**src/rtl/decode_queue_pkg.sv**
```systemverilog
// Shared decode encodings for decode_queue: op groups, fixed op codes, widths.
// orderType layout is {group[2:0], alt, funct3}; fixed ops use the U/J group.
package decode_queue_pkg;

  localparam int unsigned DEF_ADDR_WIDTH = 32;
  localparam int unsigned DEF_INST_WIDTH = 32;
  localparam int unsigned REG_WIDTH      = 5;
  localparam int unsigned VAL_WIDTH      = 32;
  localparam int unsigned OP_WIDTH       = 7;

  typedef enum logic [2:0] {
    OP_U_J_TYPE = 3'd0,
    OP_I_TYPE   = 3'd1,
    OP_R_TYPE   = 3'd2,
    OP_L_TYPE   = 3'd3,
    OP_S_TYPE   = 3'd4,
    OP_B_TYPE   = 3'd5,
    OP_X_TYPE   = 3'd7
  } op_group_e;

  localparam logic [OP_WIDTH-1:0] OP_LUI     = 7'h00;
  localparam logic [OP_WIDTH-1:0] OP_AUIPC   = 7'h01;
  localparam logic [OP_WIDTH-1:0] OP_JAL     = 7'h02;
  localparam logic [OP_WIDTH-1:0] OP_JALR    = 7'h03;
  localparam logic [OP_WIDTH-1:0] OP_ILLEGAL = 7'h7F;

  // RV32I major opcodes
  localparam logic [6:0] OPC_LUI    = 7'b0110111;
  localparam logic [6:0] OPC_AUIPC  = 7'b0010111;
  localparam logic [6:0] OPC_JAL    = 7'b1101111;
  localparam logic [6:0] OPC_JALR   = 7'b1100111;
  localparam logic [6:0] OPC_LOAD   = 7'b0000011;
  localparam logic [6:0] OPC_STORE  = 7'b0100011;
  localparam logic [6:0] OPC_BRANCH = 7'b1100011;
  localparam logic [6:0] OPC_OP_IMM = 7'b0010011;
  localparam logic [6:0] OPC_OP     = 7'b0110011;

  function automatic logic op_is_mem(input logic [OP_WIDTH-1:0] op);
    return (op[6:4] == OP_L_TYPE) || (op[6:4] == OP_S_TYPE);
  endfunction

endpackage

```
**src/rtl/decode_queue_if.sv**
```systemverilog
// Fetch-side and dispatch-side signal bundle for decode_queue.
// slave = decode_queue view, master = fetch/backend view.
interface decode_queue_if #(
  parameter int unsigned ADDR_WIDTH = decode_queue_pkg::DEF_ADDR_WIDTH,
  parameter int unsigned INST_WIDTH = decode_queue_pkg::DEF_INST_WIDTH
);

  logic                  if_valid;
  logic [ADDR_WIDTH-1:0] if_pc;
  logic [INST_WIDTH-1:0] if_inst;
  logic                  if_pred;
  logic                  dec_ready;
  logic                  redirect;
  logic [ADDR_WIDTH-1:0] redirect_pc;

  logic                  lsbFull;
  logic                  rsFull;
  logic                  robFull;
  logic                  dec_valid;
  logic [6:0]            orderType;
  logic [4:0]            dec_rd;
  logic [4:0]            dec_rs1;
  logic [4:0]            dec_rs2;
  logic [31:0]           dec_imm;
  logic [ADDR_WIDTH-1:0] dec_pc;
  logic                  dec_pred;
  logic                  dec2lsb_en;
  logic                  dec2rs_en;
  logic                  dec2rob_en;

  modport slave (
    input  if_valid, if_pc, if_inst, if_pred, lsbFull, rsFull, robFull,
    output dec_ready, redirect, redirect_pc, dec_valid, orderType,
           dec_rd, dec_rs1, dec_rs2, dec_imm, dec_pc, dec_pred,
           dec2lsb_en, dec2rs_en, dec2rob_en
  );

  modport master (
    output if_valid, if_pc, if_inst, if_pred, lsbFull, rsFull, robFull,
    input  dec_ready, redirect, redirect_pc, dec_valid, orderType,
           dec_rd, dec_rs1, dec_rs2, dec_imm, dec_pc, dec_pred,
           dec2lsb_en, dec2rs_en, dec2rob_en
  );

endinterface

```
**src/rtl/decode_queue_rv32_decode_comb.sv**
```systemverilog
// Combinational RV32I field decoder: inst -> {orderType, rd, rs1, rs2, imm}.
// Define DEC_ILLEGAL_CHECK_EN to map bad encodings onto OP_ILLEGAL.
module rv32_decode_comb
  import decode_queue_pkg::*;
(
  input  logic [31:0]          inst,
  output logic [OP_WIDTH-1:0]  order_type,
  output logic [REG_WIDTH-1:0] rd,
  output logic [REG_WIDTH-1:0] rs1,
  output logic [REG_WIDTH-1:0] rs2,
  output logic [VAL_WIDTH-1:0] imm
);

  logic [6:0]           opcode;
  logic [2:0]           f3;
  logic [OP_WIDTH-1:0]  raw_op;
  logic [REG_WIDTH-1:0] raw_rd, raw_rs1, raw_rs2;
  logic [VAL_WIDTH-1:0] raw_imm;
  logic [31:0]          i_imm, s_imm, b_imm, u_imm, j_imm;
  logic                 alt_rr;

  always_comb begin
    opcode = inst[6:0];
    f3     = inst[14:12];
    i_imm  = {{20{inst[31]}}, inst[31:20]};
    s_imm  = {{20{inst[31]}}, inst[31:25], inst[11:7]};
    b_imm  = {{19{inst[31]}}, inst[31], inst[7], inst[30:25], inst[11:8], 1'b0};
    u_imm  = {inst[31:12], 12'b0};
    j_imm  = {{11{inst[31]}}, inst[31], inst[19:12], inst[20], inst[30:21], 1'b0};
    alt_rr = inst[30] && ((f3 == 3'd0) || (f3 == 3'd5));

    raw_op  = '0;
    raw_rd  = '0;
    raw_rs1 = '0;
    raw_rs2 = '0;
    raw_imm = '0;

    case (opcode)
      OPC_LUI:   begin raw_op = OP_LUI;   raw_rd = inst[11:7]; raw_imm = u_imm; end
      OPC_AUIPC: begin raw_op = OP_AUIPC; raw_rd = inst[11:7]; raw_imm = u_imm; end
      OPC_JAL:   begin raw_op = OP_JAL;   raw_rd = inst[11:7]; raw_imm = j_imm; end
      OPC_JALR: begin
        raw_op  = OP_JALR;
        raw_rd  = inst[11:7];
        raw_rs1 = inst[19:15];
        raw_imm = i_imm;
      end
      OPC_LOAD: begin
        raw_op  = {OP_L_TYPE, 1'b0, f3};
        raw_rd  = inst[11:7];
        raw_rs1 = inst[19:15];
        raw_imm = i_imm;
      end
      OPC_STORE: begin
        raw_op  = {OP_S_TYPE, 1'b0, f3};
        raw_rs1 = inst[19:15];
        raw_rs2 = inst[24:20];
        raw_imm = s_imm;
      end
      OPC_BRANCH: begin
        raw_op  = {OP_B_TYPE, 1'b0, f3};
        raw_rs1 = inst[19:15];
        raw_rs2 = inst[24:20];
        raw_imm = b_imm;
      end
      OPC_OP_IMM: begin
        raw_rd  = inst[11:7];
        raw_rs1 = inst[19:15];
        // shift amounts are zero-extended; sltiu keeps the sign-extended form
        if ((f3 == 3'd1) || (f3 == 3'd5)) begin
          raw_op  = {OP_I_TYPE, inst[30], f3};
          raw_imm = {27'b0, inst[24:20]};
        end else begin
          raw_op  = {OP_I_TYPE, 1'b0, f3};
          raw_imm = i_imm;
        end
      end
      OPC_OP: begin
        raw_op  = {OP_R_TYPE, alt_rr, f3};
        raw_rd  = inst[11:7];
        raw_rs1 = inst[19:15];
        raw_rs2 = inst[24:20];
      end
      default: begin
        raw_op  = opcode;
        raw_rd  = inst[11:7];
        raw_rs1 = inst[19:15];
        raw_rs2 = inst[24:20];
        raw_imm = i_imm;
      end
    endcase
  end

`ifdef DEC_ILLEGAL_CHECK_EN
  logic [6:0] f7;
  logic       bad;

  always_comb begin
    f7  = inst[31:25];
    bad = 1'b0;
    case (opcode)
      OPC_LUI, OPC_AUIPC, OPC_JAL: bad = 1'b0;
      OPC_JALR:   bad = (f3 != 3'd0);
      OPC_LOAD:   bad = (f3 == 3'd3) || (f3 >= 3'd6);
      OPC_STORE:  bad = (f3 > 3'd2);
      OPC_BRANCH: bad = (f3 == 3'd2) || (f3 == 3'd3);
      OPC_OP_IMM: begin
        if (f3 == 3'd1)      bad = (f7 != 7'h00);
        else if (f3 == 3'd5) bad = (f7 != 7'h00) && (f7 != 7'h20);
        else                 bad = 1'b0;
      end
      OPC_OP: bad = !((f7 == 7'h00) || ((f7 == 7'h20) && ((f3 == 3'd0) || (f3 == 3'd5))));
      default: bad = 1'b1;
    endcase

    order_type = raw_op;
    rd         = raw_rd;
    rs1        = raw_rs1;
    rs2        = raw_rs2;
    imm        = raw_imm;
    if (bad) begin
      order_type = OP_ILLEGAL;
      rd         = '0;
      rs1        = '0;
      rs2        = '0;
      imm        = '0;
    end
  end
`else
  assign order_type = raw_op;
  assign rd         = raw_rd;
  assign rs1        = raw_rs1;
  assign rs2        = raw_rs2;
  assign imm        = raw_imm;
`endif

endmodule

```
**src/rtl/decode_queue.sv**
```systemverilog
// DEPTH-entry fetch queue feeding a registered RV32I decode/dispatch stage,
// with fetch redirect for JAL and predicted-taken branches. Optional: DEC_ILLEGAL_CHECK_EN.
module decode_queue
  import decode_queue_pkg::*;
#(
  parameter int unsigned DEPTH      = 4,
  parameter int unsigned ADDR_WIDTH = DEF_ADDR_WIDTH,
  parameter int unsigned INST_WIDTH = DEF_INST_WIDTH
) (
  input logic           clk,
  input logic           rst_n_in,
  input logic           rdy_in,
  input logic           flush,
  decode_queue_if.slave dq
);

  localparam int unsigned IDX_W = (DEPTH > 1) ? $clog2(DEPTH) : 1;
  localparam int unsigned PTR_W = IDX_W + 1;

  logic [PTR_W-1:0]      wr_ptr_q, wr_ptr_d, rd_ptr_q, rd_ptr_d;
  logic [ADDR_WIDTH-1:0] pc_mem_q   [DEPTH];
  logic [ADDR_WIDTH-1:0] pc_mem_d   [DEPTH];
  logic [INST_WIDTH-1:0] inst_mem_q [DEPTH];
  logic [INST_WIDTH-1:0] inst_mem_d [DEPTH];
  logic [DEPTH-1:0]      pred_mem_q, pred_mem_d;

  logic                  dec_valid_q, dec_valid_d;
  logic [OP_WIDTH-1:0]   order_type_q, order_type_d;
  logic [REG_WIDTH-1:0]  rd_q, rd_d, rs1_q, rs1_d, rs2_q, rs2_d;
  logic [VAL_WIDTH-1:0]  imm_q, imm_d;
  logic [ADDR_WIDTH-1:0] pc_q, pc_d;
  logic                  pred_q, pred_d;
  logic                  redirect_q, redirect_d;
  logic [ADDR_WIDTH-1:0] redirect_pc_q, redirect_pc_d;

  logic [IDX_W-1:0]      head_idx, tail_idx;
  logic [ADDR_WIDTH-1:0] head_pc;
  logic [INST_WIDTH-1:0] head_inst;
  logic                  head_pred;
  logic [OP_WIDTH-1:0]   dc_op;
  logic [REG_WIDTH-1:0]  dc_rd, dc_rs1, dc_rs2;
  logic [VAL_WIDTH-1:0]  dc_imm;
  logic                  empty, full, is_mem, fire, load, push, take_redirect;

  rv32_decode_comb u_decode (
    .inst       (head_inst),
    .order_type (dc_op),
    .rd         (dc_rd),
    .rs1        (dc_rs1),
    .rs2        (dc_rs2),
    .imm        (dc_imm)
  );

  always_comb begin
    head_idx  = rd_ptr_q[IDX_W-1:0];
    tail_idx  = wr_ptr_q[IDX_W-1:0];
    head_pc   = pc_mem_q[head_idx];
    head_inst = inst_mem_q[head_idx];
    head_pred = pred_mem_q[head_idx];

    empty  = (wr_ptr_q == rd_ptr_q);
    full   = (wr_ptr_q[IDX_W] != rd_ptr_q[IDX_W]) &&
             (wr_ptr_q[IDX_W-1:0] == rd_ptr_q[IDX_W-1:0]);
    is_mem = op_is_mem(order_type_q);
    // gated by rdy_in so a frozen cycle never reports a dispatch it will not retire
    fire   = rdy_in && dec_valid_q && !dq.robFull && (is_mem ? !dq.lsbFull : !dq.rsFull);
    load   = !empty && (!dec_valid_q || fire);
    push   = dq.if_valid && !full;
    take_redirect = load && ((dc_op == OP_JAL) || ((dc_op[6:4] == OP_B_TYPE) && head_pred));
  end

  always_comb begin
    wr_ptr_d      = wr_ptr_q;
    rd_ptr_d      = rd_ptr_q;
    pc_mem_d      = pc_mem_q;
    inst_mem_d    = inst_mem_q;
    pred_mem_d    = pred_mem_q;
    dec_valid_d   = dec_valid_q;
    order_type_d  = order_type_q;
    rd_d          = rd_q;
    rs1_d         = rs1_q;
    rs2_d         = rs2_q;
    imm_d         = imm_q;
    pc_d          = pc_q;
    pred_d        = pred_q;
    redirect_d    = redirect_q;
    redirect_pc_d = redirect_pc_q;

    if (rdy_in) begin
      redirect_d = 1'b0;
      if (flush) begin
        rd_ptr_d    = wr_ptr_q;
        dec_valid_d = 1'b0;
      end else begin
        if (load) begin
          dec_valid_d  = 1'b1;
          order_type_d = dc_op;
          rd_d         = dc_rd;
          rs1_d        = dc_rs1;
          rs2_d        = dc_rs2;
          imm_d        = dc_imm;
          pc_d         = head_pc;
          pred_d       = head_pred;
        end else if (fire) begin
          dec_valid_d = 1'b0;
        end

        // a redirect pops the head and drops every younger entry plus this cycle's fetch
        if (take_redirect) begin
          rd_ptr_d      = wr_ptr_q;
          redirect_d    = 1'b1;
          redirect_pc_d = head_pc + ADDR_WIDTH'(dc_imm);
        end else begin
          if (load) rd_ptr_d = rd_ptr_q + PTR_W'(1);
          if (push) begin
            pc_mem_d[tail_idx]   = dq.if_pc;
            inst_mem_d[tail_idx] = dq.if_inst;
            pred_mem_d[tail_idx] = dq.if_pred;
            wr_ptr_d             = wr_ptr_q + PTR_W'(1);
          end
        end
      end
    end
  end

  always_ff @(posedge clk or negedge rst_n_in) begin
    if (!rst_n_in) begin
      wr_ptr_q      <= '0;
      rd_ptr_q      <= '0;
      for (int unsigned i = 0; i < DEPTH; i++) begin
        pc_mem_q[i]   <= '0;
        inst_mem_q[i] <= '0;
      end
      pred_mem_q    <= '0;
      dec_valid_q   <= 1'b0;
      order_type_q  <= '0;
      rd_q          <= '0;
      rs1_q         <= '0;
      rs2_q         <= '0;
      imm_q         <= '0;
      pc_q          <= '0;
      pred_q        <= 1'b0;
      redirect_q    <= 1'b0;
      redirect_pc_q <= '0;
    end else begin
      wr_ptr_q      <= wr_ptr_d;
      rd_ptr_q      <= rd_ptr_d;
      pc_mem_q      <= pc_mem_d;
      inst_mem_q    <= inst_mem_d;
      pred_mem_q    <= pred_mem_d;
      dec_valid_q   <= dec_valid_d;
      order_type_q  <= order_type_d;
      rd_q          <= rd_d;
      rs1_q         <= rs1_d;
      rs2_q         <= rs2_d;
      imm_q         <= imm_d;
      pc_q          <= pc_d;
      pred_q        <= pred_d;
      redirect_q    <= redirect_d;
      redirect_pc_q <= redirect_pc_d;
    end
  end

  assign dq.dec_ready   = !full;
  assign dq.redirect    = redirect_q;
  assign dq.redirect_pc = redirect_pc_q;
  assign dq.dec_valid   = dec_valid_q;
  assign dq.orderType   = order_type_q;
  assign dq.dec_rd      = rd_q;
  assign dq.dec_rs1     = rs1_q;
  assign dq.dec_rs2     = rs2_q;
  assign dq.dec_imm     = imm_q;
  assign dq.dec_pc      = pc_q;
  assign dq.dec_pred    = pred_q;
  assign dq.dec2lsb_en  = fire && is_mem;
  assign dq.dec2rs_en   = fire && !is_mem;
  assign dq.dec2rob_en  = fire;

endmodule

```
**src/flat_wrapper.sv**
```systemverilog
// flat-port wrapper written by rule: the top's interface ports become plain ports
module decode_queue_flat import decode_queue_pkg::*;
#(
  parameter int unsigned DEPTH      = 4,
  parameter int unsigned ADDR_WIDTH = DEF_ADDR_WIDTH,
  parameter int unsigned INST_WIDTH = DEF_INST_WIDTH
)
  (clk, rst_n_in, rdy_in, flush, dq_if_valid, dq_if_pc, dq_if_inst, dq_if_pred, dq_lsbFull, dq_rsFull, dq_robFull, dq_dec_ready, dq_redirect, dq_redirect_pc, dq_dec_valid, dq_orderType, dq_dec_rd, dq_dec_rs1, dq_dec_rs2, dq_dec_imm, dq_dec_pc, dq_dec_pred, dq_dec2lsb_en, dq_dec2rs_en, dq_dec2rob_en);
  decode_queue_if #(.ADDR_WIDTH(ADDR_WIDTH), .INST_WIDTH(INST_WIDTH)) dq_i ();
  input logic clk;
  input logic rst_n_in;
  input logic rdy_in;
  input logic flush;
  input wire logic [$bits(dq_i.if_valid)-1:0] dq_if_valid;
  input wire logic [$bits(dq_i.if_pc)-1:0] dq_if_pc;
  input wire logic [$bits(dq_i.if_inst)-1:0] dq_if_inst;
  input wire logic [$bits(dq_i.if_pred)-1:0] dq_if_pred;
  input wire logic [$bits(dq_i.lsbFull)-1:0] dq_lsbFull;
  input wire logic [$bits(dq_i.rsFull)-1:0] dq_rsFull;
  input wire logic [$bits(dq_i.robFull)-1:0] dq_robFull;
  output wire logic [$bits(dq_i.dec_ready)-1:0] dq_dec_ready;
  output wire logic [$bits(dq_i.redirect)-1:0] dq_redirect;
  output wire logic [$bits(dq_i.redirect_pc)-1:0] dq_redirect_pc;
  output wire logic [$bits(dq_i.dec_valid)-1:0] dq_dec_valid;
  output wire logic [$bits(dq_i.orderType)-1:0] dq_orderType;
  output wire logic [$bits(dq_i.dec_rd)-1:0] dq_dec_rd;
  output wire logic [$bits(dq_i.dec_rs1)-1:0] dq_dec_rs1;
  output wire logic [$bits(dq_i.dec_rs2)-1:0] dq_dec_rs2;
  output wire logic [$bits(dq_i.dec_imm)-1:0] dq_dec_imm;
  output wire logic [$bits(dq_i.dec_pc)-1:0] dq_dec_pc;
  output wire logic [$bits(dq_i.dec_pred)-1:0] dq_dec_pred;
  output wire logic [$bits(dq_i.dec2lsb_en)-1:0] dq_dec2lsb_en;
  output wire logic [$bits(dq_i.dec2rs_en)-1:0] dq_dec2rs_en;
  output wire logic [$bits(dq_i.dec2rob_en)-1:0] dq_dec2rob_en;
  assign dq_i.if_valid = dq_if_valid;
  assign dq_i.if_pc = dq_if_pc;
  assign dq_i.if_inst = dq_if_inst;
  assign dq_i.if_pred = dq_if_pred;
  assign dq_i.lsbFull = dq_lsbFull;
  assign dq_i.rsFull = dq_rsFull;
  assign dq_i.robFull = dq_robFull;
  assign dq_dec_ready = dq_i.dec_ready;
  assign dq_redirect = dq_i.redirect;
  assign dq_redirect_pc = dq_i.redirect_pc;
  assign dq_dec_valid = dq_i.dec_valid;
  assign dq_orderType = dq_i.orderType;
  assign dq_dec_rd = dq_i.dec_rd;
  assign dq_dec_rs1 = dq_i.dec_rs1;
  assign dq_dec_rs2 = dq_i.dec_rs2;
  assign dq_dec_imm = dq_i.dec_imm;
  assign dq_dec_pc = dq_i.dec_pc;
  assign dq_dec_pred = dq_i.dec_pred;
  assign dq_dec2lsb_en = dq_i.dec2lsb_en;
  assign dq_dec2rs_en = dq_i.dec2rs_en;
  assign dq_dec2rob_en = dq_i.dec2rob_en;
  decode_queue #(.DEPTH(DEPTH), .ADDR_WIDTH(ADDR_WIDTH), .INST_WIDTH(INST_WIDTH)) u_core (.clk(clk), .rst_n_in(rst_n_in), .rdy_in(rdy_in), .flush(flush), .dq(dq_i));
endmodule
```
**config.mk**
```make
export PLATFORM = sky130hd
export DESIGN_NAME = decode_queue_flat
export DESIGN_NICKNAME = d
export VERILOG_FILES = /design/src/rtl/decode_queue_pkg.sv /design/src/rtl/decode_queue_if.sv /design/src/rtl/decode_queue_rv32_decode_comb.sv /design/src/rtl/decode_queue.sv /design/src/flat_wrapper.sv
export SDC_FILE = /design/constraint.sdc
export NUM_CORES = 1
export LEC_CHECK = 0
export BUFFER_PORTS_ARGS = -buffer_cell sky130_fd_sc_hd__buf_2
export CAP_MARGIN = 30
export CORE_UTILIZATION = 40
export DETAILED_ROUTE_END_ITERATION = 16
export GPL_TIMING_DRIVEN = 1
export HOLD_SLACK_MARGIN = 0.15
export RECOVER_POWER = 25
export SETUP_SLACK_MARGIN = 0.02
export SLEW_MARGIN = 20
export SYNTH_ARGS = -nofsm -noshare
export SYNTH_HDL_FRONTEND = slang
export SYNTH_SLANG_ARGS = --single-unit
```
**constraint.sdc**
```tcl
create_clock -name clk -period 11.66 [get_ports clk]
set_input_delay 1.166 -clock clk [delete_from_list [all_inputs] [get_ports clk]]
set_output_delay 1.166 -clock clk [all_outputs]
set_load 0.005 [all_outputs]
```
==> flow_metrics.env <==
export IMPL_numCtsBuffers=41
export IMPL_arrival_ps=7590
export IMPL_power_density_nw_per_um2=346
export IMPL_start_util=0.408
export IMPL_comb_power_share=0.515
export IMPL_ys_flop_type="dfrtp_1"
export IMPL_tightest_slew_ps=5480
export IMPL_final_setup_tns_ps=0
export IMPL_vias_per_cell=5.37
export IMPL_grt_pass1_vias=12539
export IMPL_fin_skew_ps=10.2
export IMPL_postSynthAreaPerCell_um2=13.2
export IMPL_drv_cap=1
export IMPL_cts_htree_levels=2
export IMPL_synth_area_leaders="dfrtp_1 (51%), mux2_4 (15%), mux4_2 (7.6%)"
export IMPL_grtUsageTotal=0.211
export IMPL_finalCriticalPeriod_ps=7140
export IMPL_die_area_um2=48800
export IMPL_die_w_um=221
export IMPL_setup_ws_ps=4520
export IMPL_fin_crit_sh=0.612
export IMPL_rows=79
export IMPL_dp_hpwl_um=35400
export IMPL_cts_setup_buffers=0
export IMPL_synth_top_cell_by_area="dfrtp_1"
export IMPL_first_pass_iters=8
export IMPL_synth_area_um2=19200
export IMPL_fin_area_um2=21800
export IMPL_post_place_ws_ps=4560
export IMPL_run_status="finished with violations"
export IMPL_drive_above_1_share=0.380
export IMPL_synth_edff_count=0
export IMPL_async_flop_share=1.00
export IMPL_synth_seq_cells=387
export IMPL_min_path_type="reg -> reg"
export IMPL_cts_sinks=387
export IMPL_yosysWarnings=0
export IMPL_yosysMostFrequentCell="dfrtp_1"
export IMPL_ctsHoldBuffers=0
export IMPL_muxShareOfSynthArea=0.275
export IMPL_area_growth_pct=13.7
export IMPL_synth_top_cell_area_share=0.505
export IMPL_fillers=4214
export IMPL_via_count=12156
export IMPL_synth_simple_gate_area_share=0.0831
export IMPL_cts_buffer_depth=3
export IMPL_cts_tree="yes"
export IMPL_synth_xor_area_share=0.0142
export IMPL_synth_compound_area_share=0.0649
export IMPL_p_int_mw=4.53
export IMPL_place_congestion=0.913
export IMPL_p_sw_frac=0.399
export IMPL_critPathLaunchType="flip-flop"
export IMPL_io_pins=198
export IMPL_ys_types=64
export IMPL_max_freq_ghz=0.140
export IMPL_cts_resized=0
export IMPL_core_um2=47000
export IMPL_ir_worst_vdd_uv=136
export IMPL_wirelength_um=50600
export IMPL_placed_area_um2=20500
export IMPL_synth_top_family_by_area="multiplexers"
export IMPL_finalHoldViolations=0
export IMPL_slew_headroom=-2.65
export IMPL_rsz0062_at_grt="no"
export IMPL_drcViolationCount=0
export IMPL_seq_power_share=0.315
export IMPL_setup_worst_path_end_class="flip-flop"
export IMPL_cp_data_required_time_ps=12110
export IMPL_synth_cells_most_frequent="dfrtp_1 (387), nand2_1 (260), mux2_4 (190), mux2_2 (82), mux4_2 (65)"
export IMPL_cts_clk_slew_worst_paths_ps=60
export IMPL_grt_pass1_wl_um=78500
export IMPL_cts_root_buffer="clkbuf_16"
export IMPL_crit_type="reg -> reg"
export IMPL_die_h_um=221
export IMPL_gr_total_overflow=0
export IMPL_final_net_count=1731
export IMPL_portBuffers=197
export IMPL_p_sw_mw=3.00
export IMPL_seq_area_frac_synth=0.505
export IMPL_grt_antenna_before_repair=14
export IMPL_drt_iter0_drc=1003
export IMPL_post_drt_wl_per_cell_um=22.4
export IMPL_synth_fp_nets=1558
export IMPL_netlist_instances=1448
export IMPL_slew_viol_final=103
export IMPL_post_route_util=0.465
export IMPL_synthAdderAreaFrac=0.0245
export IMPL_antenna_left=0
export IMPL_violations="capacitance limit, slew limit"
export IMPL_clock_power_share=0.170
export IMPL_worstSkewPairLatency_ps=560
export IMPL_critPathMaxFanout=41
export IMPL_p_leak_nw=10.4
export IMPL_grt_max_degree=163
export IMPL_setup_viol=0
-- worst max-delay path: stages (launching register included) --
cell,delay (ps)
dfrtp_4,970
buf_4,670
mux4_2,720
nor3b_2,280
and3_1,620
a21o_1,440
nor2_1,260
a21o_1,240
ha_1,380
and3_1,200
and4_1,250
nand3_1,100
o211ai_1,180
o21ai_0,250
o311ai_0,800
a311oi_1,230
xnor2_1,170
mux2_2,260
-- cell families (layout without fill, tap and decap cells) --
family                   Yosys count  count (layout)
flip-flops                       387             387
AND/OR/NAND/NOR                  370             370
multiplexers                     341             341
AO/OA/AOI/OAI                    188             188
buffers and inverters             94             295
adder cells (fa/ha/maj)           37              37
XOR/XNOR                          31              31
other                              0               6
-- layout by cell type, fill, tap and decap left out, types with 9 or more instances in the layout --
cell type,n
and2_1,9
buf_4,11
clkbuf_8,11
clkbuf_1,10
nand3_1,19
a22o_1,14
buf_2,196
a21oi_1,38
o21ai_0,57
dfrtp_1,385
inv_1,14
nor2_1,31
clkbuf_16,43
mux2_2,82
xnor2_1,17
nand2b_1,9
mux2_4,190
nand2_1,259
mux4_2,65
a21o_1,30
ha_1,36
xor2_1,14
-- through the flow --
| stage | cells | power (mW) | hold slack (ps) |
|---|---|---|---|
| CTS | 2256 | 7.57 | 468 |
| floorplan | 1448 | 5.05 | 463 |
| global placement | 2184 | 6.19 | 448 |
| global route | 2259 | 8.03 | 487 |
| finish | 2262 | 7.54 | 463 |
| detailed placement | 2185 | 6.25 | 456 |
-- routing by layer --
layer | part of all wire | up-vias | track usage
met3 | 0.059 | 106 | 0.0489
li1 | - | 5528 | -
met5 | 0.0023 | - | 0
met2 | 0.45 | 327 | 0.316
met4 | 0.038 | 16 | 0.0947
met1 | 0.45 | 6179 | 0.292
-- power by group through the flow --
stage	sequential, mW	clock (mW)	combinational (mW)
2_1_floorplan	2.22	0	2.84
3_3_place_gp	2.37	0	3.82
3_5_place_dp	2.39	0	3.86
4_1_cts	2.38	1.31	3.88
5_1_grt	2.45	1.36	4.22
6_report	2.37	1.28	3.88
-- path summary, 6_finish.rpt --
kind,from,end,slack [ps],cells after the start
setup / recovery,u_core.rd_ptr_q[0],u_core.dq.redirect_pc[30],4520,17
hold / removal,u_core.dq.dec_rd[0],u_core.dq.dec_rd[0],460,2
setup reg to reg,u_core.rd_ptr_q[0],u_core.dq.redirect_pc[30],4520,17
hold reg to reg,u_core.dq.dec_rd[0],u_core.dq.dec_rd[0],460,2
max in group asynchronous,rst_n_in,u_core.pc_mem_q[21],5790,3
min in group asynchronous,rst_n_in,u_core.pc_mem_q[31],2600,1
-- registers in the layout, indices dropped and copies added, names as in the netlist --
register,cells
u_core.dq.redirect,1
u_core.wr_ptr_q,3
u_core.dq.dec_rd,5
u_core.dq.dec_pc,32
u_core.dq.dec_pred,1
u_core.dq.dec_valid,1
u_core.pc_mem_q,128
u_core.dq.dec_rs1,5
u_core.inst_mem_q,128
u_core.pred_mem_q,4
u_core.dq.dec_imm,32
u_core.dq.redirect_pc,32
u_core.rd_ptr_q,3
u_core.dq.orderType,7
u_core.dq.dec_rs2,5
-- cell type report --
class / count / area [um2] / area share
Timing Repair Buffer: 210 / 1110 / 0.0511
Inverter: 14 / 52.6 / 0.00241
Tap cell: 607 / 759 / 0.0348
Clock inverter: 8 / 46.3 / 0.00212
Sequential cell: 387 / 9690 / 0.444
Multi-Input combinational cell: 967 / 8870 / 0.407
Clock buffer: 63 / 1260 / 0.0578
Antenna cell: 6 / 15.0 / 0.000688
Power figures use the tool's default switching activity.
